<file path="config.mk">
export PLATFORM = sky130hd
export DESIGN_NAME = uart_rx_param
export DESIGN_NICKNAME = d
export VERILOG_FILES = /design/src/rtl/uart_pkg.sv /design/src/rtl/uart_rx_fifo.sv /design/src/rtl/uart_rx_param.sv
export SDC_FILE = /design/constraint.sdc
export NUM_CORES = 1
export LEC_CHECK = 0
export CAP_MARGIN = 20
export CORE_ASPECT_RATIO = 1.5
export CORE_MARGIN = 1.5
export CORE_UTILIZATION = 39
export DETAILED_ROUTE_END_ITERATION = 7
export REMOVE_ABC_BUFFERS = 1
export SLEW_MARGIN = 20
export SYNTH_ARGS = -nofsm -noshare
export SYNTH_HDL_FRONTEND = slang
export SYNTH_SLANG_ARGS = --single-unit
</file>
<file path="constraint.sdc">
create_clock -name clock -period 3.6 [get_ports clock]
set_input_delay 0.72 -clock clock [delete_from_list [all_inputs] [get_ports clock]]
set_output_delay 0.72 -clock clock [all_outputs]
set_load 0.05 [all_outputs]
</file>
<file path="src/rtl/uart_pkg.sv">
// Shared types and helpers for the parametrised UART receive path.
package uart_pkg;

  typedef enum logic [1:0] {
    PAR_NONE = 2'd0,
    PAR_ODD  = 2'd1,
    PAR_EVEN = 2'd2
  } parity_e;

  typedef enum logic [2:0] {
    IDLE,
    START,
    DATA,
    PARITY,
    STOP,
    BREAK_WAIT
  } rx_state_e;

  function automatic int unsigned clks_per_bit(input int unsigned clk_freq,
                                               input int unsigned baud);
    return clk_freq / baud;
  endfunction

  function automatic logic majority3(input logic a, input logic b, input logic c);
    return (a & b) | (a & c) | (b & c);
  endfunction

endpackage

</file>
<file path="src/rtl/uart_rx_fifo.sv">
// Synchronous first-word fall-through FIFO; a push into a full FIFO is taken
// only when a pop happens in the same cycle.
module uart_rx_fifo #(
  parameter int unsigned WIDTH = 8,
  parameter int unsigned DEPTH = 4
) (
  input  logic                     i_clk,
  input  logic                     i_rst,
  input  logic                     i_push,
  input  logic [WIDTH-1:0]         i_data,
  input  logic                     i_pop,
  output logic [WIDTH-1:0]         o_data,
  output logic                     o_full,
  output logic                     o_empty,
  output logic [$clog2(DEPTH):0]   o_count
);

  localparam int unsigned AW = $clog2(DEPTH);
  localparam int unsigned CW = AW + 1;

  logic [WIDTH-1:0] r_mem [DEPTH];
  logic [AW-1:0]    r_wr_ptr;
  logic [AW-1:0]    r_rd_ptr;
  logic [CW-1:0]    r_count;
  logic             w_do_push;
  logic             w_do_pop;

  assign o_full    = (r_count == CW'(DEPTH));
  assign o_empty   = (r_count == '0);
  assign w_do_pop  = i_pop & ~o_empty;
  assign w_do_push = i_push & (~o_full | w_do_pop);
  assign o_data    = r_mem[r_rd_ptr];
  assign o_count   = r_count;

  always_ff @(posedge i_clk) begin
    if (i_rst) begin
      r_wr_ptr <= '0;
      r_rd_ptr <= '0;
      r_count  <= '0;
      for (int unsigned i = 0; i < DEPTH; i++) r_mem[i] <= '0;
    end else begin
      if (w_do_push) begin
        r_mem[r_wr_ptr] <= i_data;
        r_wr_ptr        <= r_wr_ptr + AW'(1);
      end
      if (w_do_pop) r_rd_ptr <= r_rd_ptr + AW'(1);
      case ({w_do_push, w_do_pop})
        2'b10:   r_count <= r_count + CW'(1);
        2'b01:   r_count <= r_count - CW'(1);
        default: r_count <= r_count;
      endcase
    end
  end

endmodule

</file>
<file path="src/rtl/uart_rx_param.sv">
// Parametrised UART receiver with parity/framing checks and an RX FIFO.
// Define UART_RX_MAJORITY_EN for 2-of-3 majority bit decisions around mid-bit.
module uart_rx_param #(
  parameter int unsigned CLK_FREQ   = 100_000_000,
  parameter int unsigned BAUD       = 115_200,
  parameter int unsigned DATA_BITS  = 8,
  parameter int unsigned PARITY     = 0,
  parameter int unsigned STOP_BITS  = 1,
  parameter int unsigned FIFO_DEPTH = 4
) (
  input  logic                          clock,
  input  logic                          rst,
  input  logic                          rx,
  output logic [DATA_BITS-1:0]          rx_data,
  output logic                          rx_valid,
  input  logic                          rx_ready,
  output logic                          framing_err,
  output logic                          parity_err,
  output logic                          overrun,
  output logic [$clog2(FIFO_DEPTH):0]   fifo_count
);

  import uart_pkg::*;

  localparam int unsigned CLKS  = clks_per_bit(CLK_FREQ, BAUD);
  localparam int unsigned MID   = CLKS / 2;
  localparam int unsigned CNT_W = $clog2(CLKS);
  localparam int unsigned IDX_W = 4;
  localparam parity_e     PAR_MODE = parity_e'(PARITY[1:0]);

  logic                 r_sync1;
  logic                 r_sync2;
  logic                 w_rx_s;
  rx_state_e            r_state;
  logic [CNT_W-1:0]     r_cnt;
  logic [IDX_W-1:0]     r_idx;
  logic [DATA_BITS-1:0] r_shift;
  logic                 r_par_bit;
  logic                 r_done;
  logic                 r_framing_err;
  logic                 r_parity_err;
  logic                 r_overrun;
  logic                 w_tick;
  logic                 w_bit;
  logic                 w_cnt_last;
  logic                 w_par_ok;
  logic                 w_full;
  logic                 w_empty;

  always_ff @(posedge clock) begin
    if (rst) begin
      r_sync1 <= 1'b1;
      r_sync2 <= 1'b1;
    end else begin
      r_sync1 <= rx;
      r_sync2 <= r_sync1;
    end
  end

  assign w_rx_s     = r_sync2;
  assign w_cnt_last = (r_cnt == CNT_W'(CLKS - 1));

`ifdef UART_RX_MAJORITY_EN
  logic r_maj0;
  logic r_maj1;

  always_ff @(posedge clock) begin
    if (rst) begin
      r_maj0 <= 1'b1;
      r_maj1 <= 1'b1;
    end else begin
      if (r_cnt == CNT_W'(MID - 1)) r_maj0 <= w_rx_s;
      if (r_cnt == CNT_W'(MID))     r_maj1 <= w_rx_s;
    end
  end

  assign w_tick = (r_cnt == CNT_W'(MID + 1));
  assign w_bit  = majority3(r_maj0, r_maj1, w_rx_s);
`else
  assign w_tick = (r_cnt == CNT_W'(MID));
  assign w_bit  = w_rx_s;
`endif

  always_comb begin
    w_par_ok = 1'b1;
    case (PAR_MODE)
      PAR_ODD:  w_par_ok = ^{r_shift, r_par_bit};
      PAR_EVEN: w_par_ok = ~^{r_shift, r_par_bit};
      default:  w_par_ok = 1'b1;
    endcase
  end

  // The bit counter free-runs modulo CLKS once a start edge is seen, so each
  // later decision lands exactly one bit period after the start-bit check.
  always_ff @(posedge clock) begin
    if (rst) begin
      r_state       <= IDLE;
      r_cnt         <= '0;
      r_idx         <= '0;
      r_shift       <= '0;
      r_par_bit     <= 1'b0;
      r_done        <= 1'b0;
      r_framing_err <= 1'b0;
      r_parity_err  <= 1'b0;
    end else begin
      r_done        <= 1'b0;
      r_framing_err <= 1'b0;
      r_parity_err  <= 1'b0;
      if (r_state != IDLE && r_state != BREAK_WAIT)
        r_cnt <= w_cnt_last ? '0 : r_cnt + CNT_W'(1);

      case (r_state)
        IDLE: begin
          if (!w_rx_s) begin
            r_cnt   <= '0;
            r_idx   <= '0;
            r_state <= START;
          end
        end
        START: begin
          if (w_tick) r_state <= w_bit ? IDLE : DATA;
        end
        DATA: begin
          if (w_tick) begin
            r_shift <= {w_bit, r_shift[DATA_BITS-1:1]};
            if (r_idx == IDX_W'(DATA_BITS - 1)) begin
              r_idx   <= '0;
              r_state <= (PAR_MODE == PAR_NONE) ? STOP : uart_pkg::PARITY;
            end else begin
              r_idx <= r_idx + IDX_W'(1);
            end
          end
        end
        uart_pkg::PARITY: begin
          if (w_tick) begin
            r_par_bit <= w_bit;
            r_state   <= STOP;
          end
        end
        STOP: begin
          if (w_tick) begin
            if (!w_bit) begin
              r_framing_err <= 1'b1;
              r_idx         <= '0;
              r_state       <= BREAK_WAIT;
            end else if (r_idx == IDX_W'(STOP_BITS - 1)) begin
              r_idx   <= '0;
              r_state <= IDLE;
              if (w_par_ok) r_done       <= 1'b1;
              else          r_parity_err <= 1'b1;
            end else begin
              r_idx <= r_idx + IDX_W'(1);
            end
          end
        end
        BREAK_WAIT: begin
          if (w_rx_s) r_state <= IDLE;
        end
        default: r_state <= IDLE;
      endcase
    end
  end

  // A full FIFO always holds data, so rx_ready alone means a pop this cycle.
  always_ff @(posedge clock) begin
    if (rst) r_overrun <= 1'b0;
    else     r_overrun <= r_done & w_full & ~rx_ready;
  end

  uart_rx_fifo #(
    .WIDTH (DATA_BITS),
    .DEPTH (FIFO_DEPTH)
  ) u_fifo (
    .i_clk   (clock),
    .i_rst   (rst),
    .i_push  (r_done),
    .i_data  (r_shift),
    .i_pop   (rx_ready),
    .o_data  (rx_data),
    .o_full  (w_full),
    .o_empty (w_empty),
    .o_count (fifo_count)
  );

  assign rx_valid    = ~w_empty;
  assign framing_err = r_framing_err;
  assign parity_err  = r_parity_err;
  assign overrun     = r_overrun;

endmodule
</file>
* Word level (Yosys, flattened, before mapping)
Memories as Yosys holds them, arrays and structs flattened. A register that Yosys moved wholly into a read port is not among the register bits.
Index checks and enable logic that the tools add are counted.
** Storage, ports and cells
- Bits in registers :: 37
- Bits in writable memories :: 32
- Input port bits :: 4
- Output and inout port bits :: 15
- Memories :: 1
** Cells by class
- Add/subtract/negate cells :: 6
- Eq/ne operators :: 20
- Mux-type cells :: 35
- Bitwise gates (word level) :: 11
- Reduce and logical (&&, ||, !) cells :: 13
** Memories
- u_fifo.r_mem :: depth 4, bits a word 8, rd ports 1, clocked after Yosys merged registers in 1, wr ports 4, line uart_rx_fifo.sv:21 : logic [WIDTH-1:0] r_mem [DEPTH];
** Operators with widths (count)
- 10-bit 2-to-1 mux :: 4
- 3-bit 2-to-1 mux :: 9
- 4-bit 2-to-1 mux :: 6
- 3-bit one-hot mux with 6 select lines :: 1
- 2-bit != test, second input constant :: 7
- 4-bit one-hot mux with 3 select lines :: 1
- 10-bit by 1-bit adder with 10-bit output, second input constant :: 1
- 10-bit == test, second input constant :: 1
- 10-bit by 9-bit == test with 1-bit output, second input constant :: 1
- 3-bit == test, second input constant :: 3
- 1-bit 2-to-1 mux :: 8
- 2-bit 2-to-1 mux :: 4
- 8-bit 2-to-1 mux :: 1
- 8-bit AND reduction :: 1
- 8-bit OR reduction :: 1
- 3-bit by 2-bit == test with 1-bit output, second input constant :: 2
- 3-bit logical NOT :: 2
- 3-bit != test, second input constant :: 2
- 1-bit NOT :: 6
- 3-bit one-hot mux with 2 select lines :: 1
- 3-bit nonzero test :: 2
- 2-bit by 1-bit adder with 2-bit output, second input constant :: 2
- 4-bit by 1-bit adder with 4-bit output, second input constant :: 1
- 1-bit bitwise AND :: 4
- other kinds (14) :: 14

* Depth between registers and ports, before layout
- Depth in word-level cells :: 10
- Mapped depth :: 9

* Hierarchy
From an unflattened synthesis, not the netlist that was laid out.
** Second synthesis, totals
- Cells, all modules :: 295
- Area, all modules :: 3338.2 um^2
** By module, submodules not included
- uart_rx_fifo :: times used 1, cells each 131, area an instance 1853.0 um^2, seq. area each 1141.1 um^2
- uart_rx_param :: times used 1, cells each 164, area an instance 1485.2 um^2, seq. area each 600.6 um^2

* Worst setup path after synthesis
Ideal clock, no wire load.
- Kind :: in2reg
- From :: input rx_ready
- To :: register u_fifo.r_count[2], in the netlist u_fifo.o_count[2]
- Setup time :: 0.071 ns
- Arrival time :: 2.580 ns
- Setup slack :: 0.949 ns
- Stages on the path :: 9
- Path buffers :: 1
- Path through :: or4b_1 clkbuf_1 nand2_1 ha_1 inv_1 fa_1 xor2_1 or3_1 a21oi_1
** On the way
- Longest elaborated chain between the ends :: 5
- Elaborated cells on any way between the ends :: 7
- Those cells by class :: 2 x eq/ne; 1 x mux; 3 x bitwise; 1 x reduce/logical
** Ends and longest elaborated chain
- start, declared :: line uart_rx_param.sv:16 : input logic rx_ready,
- 1-bit bitwise AND * :: line uart_rx_fifo.sv:30 : assign w_do_pop = i_pop & ~o_empty;
- 1-bit OR :: line uart_rx_fifo.sv:31 : assign w_do_push = i_push & (~o_full | w_do_pop);
- 1-bit bitwise AND :: line uart_rx_fifo.sv:31
- 2-bit by 1-bit == test with 1-bit output or 2-bit == test (tied branches) :: line uart_rx_fifo.sv:47 : case ({w_do_push, w_do_pop})
- 3-bit one-hot mux with 2 select lines or 2-bit nonzero test (tied branches)
- end signal, assigned :: line uart_rx_fifo.sv:48 : 2'b10: r_count <= r_count + CW'(1);
- end signal, assigned :: line uart_rx_fifo.sv:49 : 2'b01: r_count <= r_count - CW'(1);
- end signal, assigned :: line uart_rx_fifo.sv:50 : default: r_count <= r_count;
- end, declared :: line uart_rx_fifo.sv:24 : logic [CW-1:0] r_count;
Every way passes the cells marked *; elsewhere a longest branch is shown, timed or not.
A chain may end at the register's enable or synchronous reset.

==> results.toml <==
[status]
status = "finished, final reports clean"

[power]
power.share.sequential_pct = 47.9
p_leak_nw = 1.33
sw_frac_of_total_pct = 22.9
ir_drop_uv = 274
p_clk_share_pct = 43.1
comb_power_share_pct = 9.0
power_density_mw_per_mm2 = 505
p_switching_w = 0.000437
p_int_w = 0.00147

[layout]
nets = 319
fin_cells = 418
drive_gt1_share_pct = 12.1
antenna_cells = 0
areaGrowthSynthToFinish_pct = 17.2
seqCellArea_sq_mm = 0.00174
multi_input_area_sq_mm = 0.00140
nFillCells = 761

[clock_network]
cts_setup_buffers = 0
cts_tree = "yes"
clock-root-buffer = "clkbuf_16"
numCtsBuffers = 9
cts_resized = 0
clk_pin_slew_ns = 0.05
clk_path_buf_depth = 2
cts.sinks = 71
clock_latency_ns = 0.33
htree_levels = 3
holdBufCountCts = 0

[synthesis]
ys_top_cells_by_area = "edfxtp_1 30%, dfxtp_1 24%, and2_1 6.4%"
yosysSeqAreaShare_pct = 54.0
synth_seq_cells = 71
yosys.area.top_type = "edfxtp_1"
synthFlopType = "dfxtp_1"
synth_top_area_share_pct = 29.8
syn_area_sq_mm = 0.00322
avgSynthCellArea_sq_um = 11.1
syn_inst = 290
ys_types = 51
async_reset_ff_share_pct = 0
synth_edf_count = 32
yosys-top-cells-count = "39 x dfxtp_1, 33 x and2_1, 32 x edfxtp_1, 25 x nor2_1, 20 x nand2_1"
ys_warn_count = 0
synth_most_common_cell = "dfxtp_1"

[hold_path]
hold_start = "r_sync1$_SDFF_PP1_"
hold_depth = 1
min_to = "r_sync2$_SDFF_PP1_"
hold_path_class = "reg -> reg"

[timing]
period_share_pct = 82.6
final-hold-violation-count = 0
slew_headroom_pct = 47.2
setup_tns_ns = 0
final-max-slew-violation-count = 0
setup_viol_count_final = 0
fmax_mhz = 336
fin_skew_ns = 0.00508
max_slew.worst_pin.slew_ns = 0.786
rsz0062_at_grt = "false"
fin_crit_ns = 2.97
holdWs_ns = 0.410

[grt]
grt_pass1_wl_mm = 9.69
grt_overflow = 0
grtUsageTotal_pct = 14.2
grt_pass1_vias = 2053
antenna_found_initial = 0
grt_max_degree = 35

[setup_path]
cp_slowest_stage_delay_ns = 0.71
r2r-start = "u_fifo.o_count[0]$_SDFFE_PP0P_"
critPathMaxFanout = 8
crit_type = "reg -> out"
cp_slowest_cell = "clkdlybuf4s50_1"
cp-end-kind = "output port"
cp_cell_sequence = "mux4_2 -> clkdlybuf4s50_1"
crit_arrival_ns = 2.25
r2r_cells = 8
r2r_slack_ns = 1.17
startpoint_type = "flip-flop"
r2r-end = "u_fifo.o_count[2]$_SDFFE_PP0P_"
worstPathRequired_ns = 2.88

[placed_design]
dp_hpwl_mm = 4.10
port_buffers = 17
placed_cells = 403
place_congestion = 0.784

[die]
dieArea_sq_mm = 0.00883
die_w_um = 77.2
rows = 40
ios = 19
core-area_sq_mm = 0.00801
fp.dieH_um = 114
start_util_pct = 40.2

[job]
drv_cap = 0

[routing]
ant_nets = 0
vias_per_cell = 4.96
wl_mm = 5.52
wire_per_inst_um = 13.2
drtIter0Drc = 72
firstDrtPassIters = 4
vias = 2072
drc_errors = 0
==> flip-flops by register name, indices dropped and copies added (netlist names), named ones only <==
signal,cells
framing_err,1
r_idx,4
r_shift,8
u_fifo.o_count,3
u_fifo.r_wr_ptr,2
u_fifo.r_mem,32
r_sync2,1
u_fifo.r_rd_ptr,2
r_state,3
r_cnt,10
overrun,1
r_done,1
r_sync1,1
==> cell type report <==
cell class              count  share of cell area [%]
flip-flops and latches     71                    46.1
multi-input cells         199                    37.0
clock buffers               9                    5.96
repair buffers             21                    5.30
well taps                 105                    3.48
clock inverters             6                    1.39
inverters                   7                   0.696
==> critical path: cells and delay by family, from the launching register on <==
family                 cells  cell delay, ns
buffers and inverters      1            0.71
flip-flops                 1            0.64
multiplexers               1            0.57
==> how the worst max path moves through the flow <==
stage,slack [ns],endpoint,cells after the start
after global placement,0.50,u_fifo.o_count[2]$_SDFFE_PP0P_,9
final,0.63,rx_data[3],2
after detailed placement,0.43,u_fifo.o_count[2]$_SDFFE_PP0P_,9
after CTS,0.55,rx_data[3],2
after floorplan,0.96,u_fifo.o_count[2]$_SDFFE_PP0P_,8
after global routing,0.50,rx_data[4],2
==> per-stage QoR <==
stage,total power (W),utilization (%),instance area (sq um),worst slack (ns)
after CTS,0.00194,47.2,3780,0.552
after global routing,0.00200,47.2,3780,0.501
after detailed placement,0.00110,43.7,3500,0.427
after global placement,0.00110,43.7,3500,0.498
final,0.00191,47.2,3780,0.626
after floorplan,0.00105,-,3170,0.963
==> metal layers <==
metal / up-vias / routed length (um) / global-route usage, %
met4: 0 / 109 / 6.18
li1: 1062 / - / -
met2: 21 / 3100 / 26.5
met1: 982 / 2160 / 14.2
met3: 7 / 152 / 4.54
met5: - / 0 / 0
==> kinds of logic (layout without fill, tap and decap cells) <==
family                   after synthesis  after routing  share of synthesized area (%)
buffers and inverters                 20             43                           2.56
other                                  1              1                          0.116
AND/OR/NAND/NOR                      129            129                           22.3
AO/OA/AOI/OAI                         34             34                           6.95
adder cells (fa/ha/maj)                6              6                           2.56
multiplexers                          12             12                           6.87
XOR/XNOR                              17             17                           4.62
flip-flops                            71             71                           54.0
==> power by group through the flow <==
stage	combinational [W]	sequential [W]	clock [W]
after detailed placement	0.000174	0.000930	0
final	0.000172	0.000913	0.000821
after global placement	0.000171	0.000929	0
after CTS	0.000176	0.000914	0.000848
after floorplan	0.000132	0.000919	0
after global routing	0.000192	0.000919	0.000884
==> cell usage in the layout (no fill, tap or decap), drive strengths merged, types with 5 or more instances in the layout <==
cell,Yosys,final
dfxtp,39,39
xor2,13,13
inv,7,7
nand3,12,12
clkinv,0,5
ha,5,5
and2,33,33
edfxtp,32,32
clkdlybuf4s50,0,17
o21ai,5,5
mux4,8,8
nor3,5,5
clkbuf,8,9
or2,5,5
a21oi,15,15
nor2,25,25
nand2,20,20
(Power assumes the default switching activity.)
